## src/rtl/rotation_cordic.sv

```systemverilog
`default_nettype none
// ============================================================================
// Module   : rotation_cordic
// Purpose  : Iterative rotation-mode CORDIC with gain compensation. Define
//            ROT_CORDIC_SAT_EN to saturate (instead of wrap) the scaled result.
// Revision : 1.0 - initial release
// ============================================================================
module rotation_cordic #(
    parameter int WORDLEN                  = 16,
    parameter int N_STAGES                 = 12,
    parameter int COUNTLEN                 = 4,
    parameter logic [WORDLEN-1:0] SCALING_FACTOR = 16'h09b8
) (
    input  logic               CLK,
    input  logic               RST,
    input  logic [WORDLEN-1:0] regfile_out1,
    input  logic [WORDLEN-1:0] regfile_out2,
    input  logic [WORDLEN-1:0] theta_in,
    input  logic               valid_rot,
    output logic [WORDLEN-1:0] rot_out_x,
    output logic [WORDLEN-1:0] rot_out_y,
    output logic               done_rot,
    output logic               busy_rot
);

    localparam int XW = WORDLEN + 2;
    localparam int PW = XW + WORDLEN;
    localparam logic signed [WORDLEN-1:0] c_half_pi = WORDLEN'(16'h1922);
    localparam logic signed [WORDLEN-1:0] c_pi      = WORDLEN'(16'h3244);
    localparam logic [COUNTLEN-1:0]       c_last    = COUNTLEN'(N_STAGES - 1);

    typedef enum logic [2:0] {
        S_IDLE  = 3'd0,
        S_PRE   = 3'd1,
        S_ITER  = 3'd2,
        S_SCALE = 3'd3,
        S_DONE  = 3'd4
    } state_t;

    state_t                     r_state, w_next_state;
    logic signed [XW-1:0]       r_x, r_y;
    logic signed [WORDLEN-1:0]  r_z;
    logic [COUNTLEN-1:0]        r_iter;
    logic [WORDLEN-1:0]         r_sx, r_sy;
    logic [WORDLEN-1:0]         r_out_x, r_out_y;
    logic                       r_done;

    logic signed [XW-1:0]       w_xs, w_ys;
    logic                       w_dpos;
    logic signed [PW-1:0]       w_px, w_py, w_sx, w_sy;

    function automatic logic signed [WORDLEN-1:0] f_atan(input logic [COUNTLEN-1:0] i);
        case (i)
            4'd0:    f_atan = WORDLEN'(16'h0c90);
            4'd1:    f_atan = WORDLEN'(16'h076b);
            4'd2:    f_atan = WORDLEN'(16'h03eb);
            4'd3:    f_atan = WORDLEN'(16'h01fd);
            4'd4:    f_atan = WORDLEN'(16'h00ff);
            4'd5:    f_atan = WORDLEN'(16'h007f);
            4'd6:    f_atan = WORDLEN'(16'h003f);
            4'd7:    f_atan = WORDLEN'(16'h001f);
            4'd8:    f_atan = WORDLEN'(16'h000f);
            4'd9:    f_atan = WORDLEN'(16'h0007);
            4'd10:   f_atan = WORDLEN'(16'h0003);
            4'd11:   f_atan = WORDLEN'(16'h0001);
            default: f_atan = '0;
        endcase
    endfunction

    // Reduce the shifted product to WORDLEN bits.
    function automatic logic [WORDLEN-1:0] f_narrow(input logic signed [PW-1:0] v);
`ifdef ROT_CORDIC_SAT_EN
        if (v[PW-1:WORDLEN-1] != {(PW-WORDLEN+1){v[PW-1]}})
            f_narrow = v[PW-1] ? {1'b1, {(WORDLEN-1){1'b0}}} : {1'b0, {(WORDLEN-1){1'b1}}};
        else
            f_narrow = v[WORDLEN-1:0];
`else
        f_narrow = v[WORDLEN-1:0];
`endif
    endfunction

    assign w_xs   = r_x >>> r_iter;
    assign w_ys   = r_y >>> r_iter;
    assign w_dpos = ~r_z[WORDLEN-1];

    assign w_px = {{WORDLEN{r_x[XW-1]}}, r_x} * {{XW{SCALING_FACTOR[WORDLEN-1]}}, SCALING_FACTOR};
    assign w_py = {{WORDLEN{r_y[XW-1]}}, r_y} * {{XW{SCALING_FACTOR[WORDLEN-1]}}, SCALING_FACTOR};
    assign w_sx = w_px >>> N_STAGES;
    assign w_sy = w_py >>> N_STAGES;

    always_ff @(posedge CLK) begin
        if (RST) r_state <= S_IDLE;
        else     r_state <= w_next_state;
    end

    always_comb begin
        w_next_state = r_state;
        case (r_state)
            S_IDLE:  if (valid_rot) w_next_state = S_PRE;
            S_PRE:   w_next_state = S_ITER;
            S_ITER:  if (r_iter == c_last) w_next_state = S_SCALE;
            S_SCALE: w_next_state = S_DONE;
            S_DONE:  w_next_state = S_IDLE;
            default: w_next_state = S_IDLE;
        endcase
    end

    always_ff @(posedge CLK) begin
        if (RST) begin
            r_x     <= '0;
            r_y     <= '0;
            r_z     <= '0;
            r_iter  <= '0;
            r_sx    <= '0;
            r_sy    <= '0;
            r_out_x <= '0;
            r_out_y <= '0;
            r_done  <= 1'b0;
        end else begin
            r_done <= 1'b0;
            case (r_state)
                S_IDLE: begin
                    if (valid_rot) begin
                        r_x    <= {{(XW-WORDLEN){regfile_out1[WORDLEN-1]}}, regfile_out1};
                        r_y    <= {{(XW-WORDLEN){regfile_out2[WORDLEN-1]}}, regfile_out2};
                        r_z    <= theta_in;
                        r_iter <= '0;
                    end
                end
                S_PRE: begin
                    // Fold angles beyond +/-pi/2 into range by a half-turn.
                    if (r_z > c_half_pi) begin
                        r_x <= -r_x;
                        r_y <= -r_y;
                        r_z <= r_z - c_pi;
                    end else if (r_z < -c_half_pi) begin
                        r_x <= -r_x;
                        r_y <= -r_y;
                        r_z <= r_z + c_pi;
                    end
                end
                S_ITER: begin
                    if (w_dpos) begin
                        r_x <= r_x - w_ys;
                        r_y <= r_y + w_xs;
                        r_z <= r_z - f_atan(r_iter);
                    end else begin
                        r_x <= r_x + w_ys;
                        r_y <= r_y - w_xs;
                        r_z <= r_z + f_atan(r_iter);
                    end
                    r_iter <= r_iter + 1'b1;
                end
                S_SCALE: begin
                    r_sx <= f_narrow(w_sx);
                    r_sy <= f_narrow(w_sy);
                end
                S_DONE: begin
                    r_out_x <= r_sx;
                    r_out_y <= r_sy;
                    r_done  <= 1'b1;
                end
                default: ;
            endcase
        end
    end

    assign rot_out_x = r_out_x;
    assign rot_out_y = r_out_y;
    assign done_rot  = r_done;
    assign busy_rot  = (r_state != S_IDLE);

endmodule
`default_nettype wire

```

## config.mk

```make
export PLATFORM = sky130hd
export DESIGN_NAME = rotation_cordic
export DESIGN_NICKNAME = d
export VERILOG_FILES = /design/src/rtl/rotation_cordic.sv
export SDC_FILE = /design/constraint.sdc
export NUM_CORES = 1
export LEC_CHECK = 0
export BUFFER_PORTS_ARGS = -buffer_cell sky130_fd_sc_hd__buf_2
export CAP_MARGIN = 15
export CORE_ASPECT_RATIO = 1.75
export CORE_MARGIN = 10
export CORE_UTILIZATION = 30
export DETAILED_ROUTE_END_ITERATION = 12
export GPL_ROUTABILITY_DRIVEN = 0
export PLACE_DENSITY = 0.42
export SYNTH_ARGS = -nofsm -noshare
export SYNTH_HDL_FRONTEND = slang
export SYNTH_SLANG_ARGS = --single-unit
```

## constraint.sdc

```tcl
create_clock -name CLK -period 7.5 [get_ports CLK]
set_clock_uncertainty 0.05 [all_clocks]
set_input_delay 0.375 -clock CLK [delete_from_list [all_inputs] [get_ports CLK]]
set_output_delay 0.375 -clock CLK [all_outputs]
set_load 0.05 [all_outputs]
```

==> metrics.txt <==
Post-synth EDFFs=0; max-cap viol count=0; vias=14830; Clk Latency, worst-skew pair=0.46 ns; ys flop type=dfxtp_1; Total GRT Usage=16.32%; status=finished clean; CP max stage delay=0.68 ns; Final setup viols=0; Slew Limit Fails=0; setup TNS=0 ns; Worst path most repeated cell=inv_1; Critical Path RT=7.80 ns; LEAKAGE=8.805 nW; RSZ-0062 raised after global routing=no; Crit-path slowest cell=a2111oi_1; CTS max path bufs=2; Hold Fails Final Rpt=0; Num CTS Buffers=17; Post-Synthesis Cells=2063; Critical Path End Type=flop; H-tree depth=4; Post-CTS Resized=0; Yosys warning count=0; Die X=204.7 um; CTS tree=done; VDD IR max=0.2207 mV; initial antenna violation count=0; # hold bufs at CTS=0; Root Driver=clkbuf_16; flops & latches, synth=136; Tightest Pin Transition=1.006 ns; initial core utilization=30.24%; drt pass-1 iters=5; synth unique cells=91; core area=59200 um2; critical path arrival=6.29 ns; CP Launch Type=flop; Iter 0 DRT Violations=876; # diodes=0; Post-synth ARST share=0%; Max Clk Rate=166.9 MHz; Relative slew margins=32.29%; Top Ports=85; largest net degree at the start of global routing=67; Routed Antenna Nets=0; setup bufs post-CTS=0; grt total ovfl=0; Worst Setup Path Type=reg -> reg; sequential area share after synthesis=15.21%; clock-pin slew on the worst setup and hold paths=0.07 ns; Cells after DPL=2858; Residual DRC=0; final cell count without fillers=2890; row cnt=118; area of the die=70230 um2; critical path fanouts, max=14; Port-buffer cells=84; Clock Sink Count=136; first-pass GRT wire length=89850 um; commonest non-fill, non-tap cells in the layout=inv_1, ha_1, nand2_1; vias in the first global route=15700; Final min period=5.992 ns; PD cells=415.0 nW/um2; Final Cycle Share=79.89%; Cell Area, Synth=17900 um2; vias per cell=5.131; share of cells above drive strength 1=10.52%; Tightest Hold Check Type=in -> reg; Net count, final=2510; Mapped Nets=2475; drt total wl=57000 um; most common cell after layout, fill and taps aside=inv_1; Die Height=343.2 um; final-layout fill cell count=6224; hpwl dp=44610 um; worst-path cell chain=fa_1 > inv_1 > fa_1 > inv_1 > ha_1 > inv_1 > fa_1 > inv_1 > ha_1 > and4b_1 > a221oi_1 > o221ai_1 > o22ai_1 > nor3_1 > a2111oi_1 > a21oi_1 > xor2_1 > a22o_1; syn avg cell area=8.678 um2; drt wl/cell=19.72 um; P&R area growth vs syn=9.967%
[state kept, by name, summed over array words and instances, names as in the netlist, named ones only]
name / count
done_rot: 1
r_iter: 4
r_state: 3
r_sx: 16
r_sy: 16
r_x: 18
r_y: 18
r_z: 16
rot_out_x: 16
rot_out_y: 16
[per-stage QoR]
step / hold slack, ns / util, % / worst slack, ns / power [mW] / area, um2
after CTS: 0.1561 / 33.23 / 1.441 / 8.327 / 19670
after floorplan: 0.3775 / - / 2.419 / 5.821 / 17900
after detailed placement: 0.3949 / 32.21 / 1.472 / 7.330 / 19070
final: 0.1734 / 33.25 / 1.508 / 8.170 / 19690
after global routing: 0.2087 / 33.25 / 0.9942 / 9.214 / 19690
after global placement: 0.3930 / 32.21 / 1.561 / 7.264 / 19070
[worst max-delay path: cells and delay by family (launching register included)]
kind | cells | cell delay [ns]
compound gates | 6 | 2.40
buf+inv | 4 | 0.19
fa+ha+maj | 5 | 2.19
simple gates | 2 | 0.33
flops | 1 | 0.53
xor+xnor | 1 | 0.20
[power breakdown]
part / internal [mW] / switching, mW
logic: 2.70 / 3.47
registers: 0.808 / 0.269
clock network: 0.526 / 0.400
[metal layers]
layer | wire, um | share of wire (%) | track usage, %
met5 | 0 | 0 | 0
met4 | 1748 | 3.1 | 6.439
met3 | 1173 | 2.1 | 1.539
met2 | 31660 | 56 | 31.48
met1 | 22410 | 39 | 17.66
[kinds of logic after synthesis]
group                      after synthesis  share of synthesized area [%]
AOI/OAI and AO/OA                      461                          17.75
and+or+nand+nor                        522                          13.62
xor gates and xnor gates               147                          7.269
DFF                                    136                          15.21
muxes                                   80                          7.590
adders and majority gates              361                          30.68
buffers and inverters                  356                          7.884
[cell type report]
class	count	area [um2]	area share [%]
Multi-Input combinational cell	1571	13790	70.05
Sequential cell	136	2726	13.85
Inverter	266	998.5	5.072
Tap cell	780	975.9	4.957
Timing Repair Buffer	106	595.6	3.025
Clock buffer	18	429.2	2.180
Clock inverter	13	170.2	0.8644
[path summary, 6_finish.rpt]
check | from | endpoint | slack (ns) | cells past startpoint
worst min-delay path | theta_in[0] | r_z[0] | 0.17 | 3
worst min register to register | rot_out_y[11] | rot_out_y[11] | 0.40 | 2
worst max-delay path | r_y[6] | r_sy[14] | 1.51 | 18
worst max register to register | r_y[6] | r_sy[14] | 1.51 | 18
[cell usage after synthesis (22+ instances only)]
| cell type | n | area (um2) |
|---|---|---|
| o21ai_0 | 57 | 285.3 |
| nor2_1 | 142 | 533.0 |
| xnor2_1 | 99 | 867.1 |
| fa_1 | 130 | 2603 |
| dfxtp_1 | 136 | 2723 |
| ha_1 | 231 | 2890 |
| mux4_2 | 22 | 495.5 |
| xor2_1 | 47 | 411.6 |
| inv_1 | 266 | 998.5 |
| clkbuf_1 | 60 | 225.2 |
| a211oi_1 | 42 | 315.3 |
| nand2_1 | 193 | 724.4 |
| buf_2 | 22 | 110.1 |
| a221oi_1 | 41 | 359.1 |
| a21oi_1 | 136 | 680.7 |
| nor3_1 | 30 | 150.1 |
(Power assumes the default switching activity.)
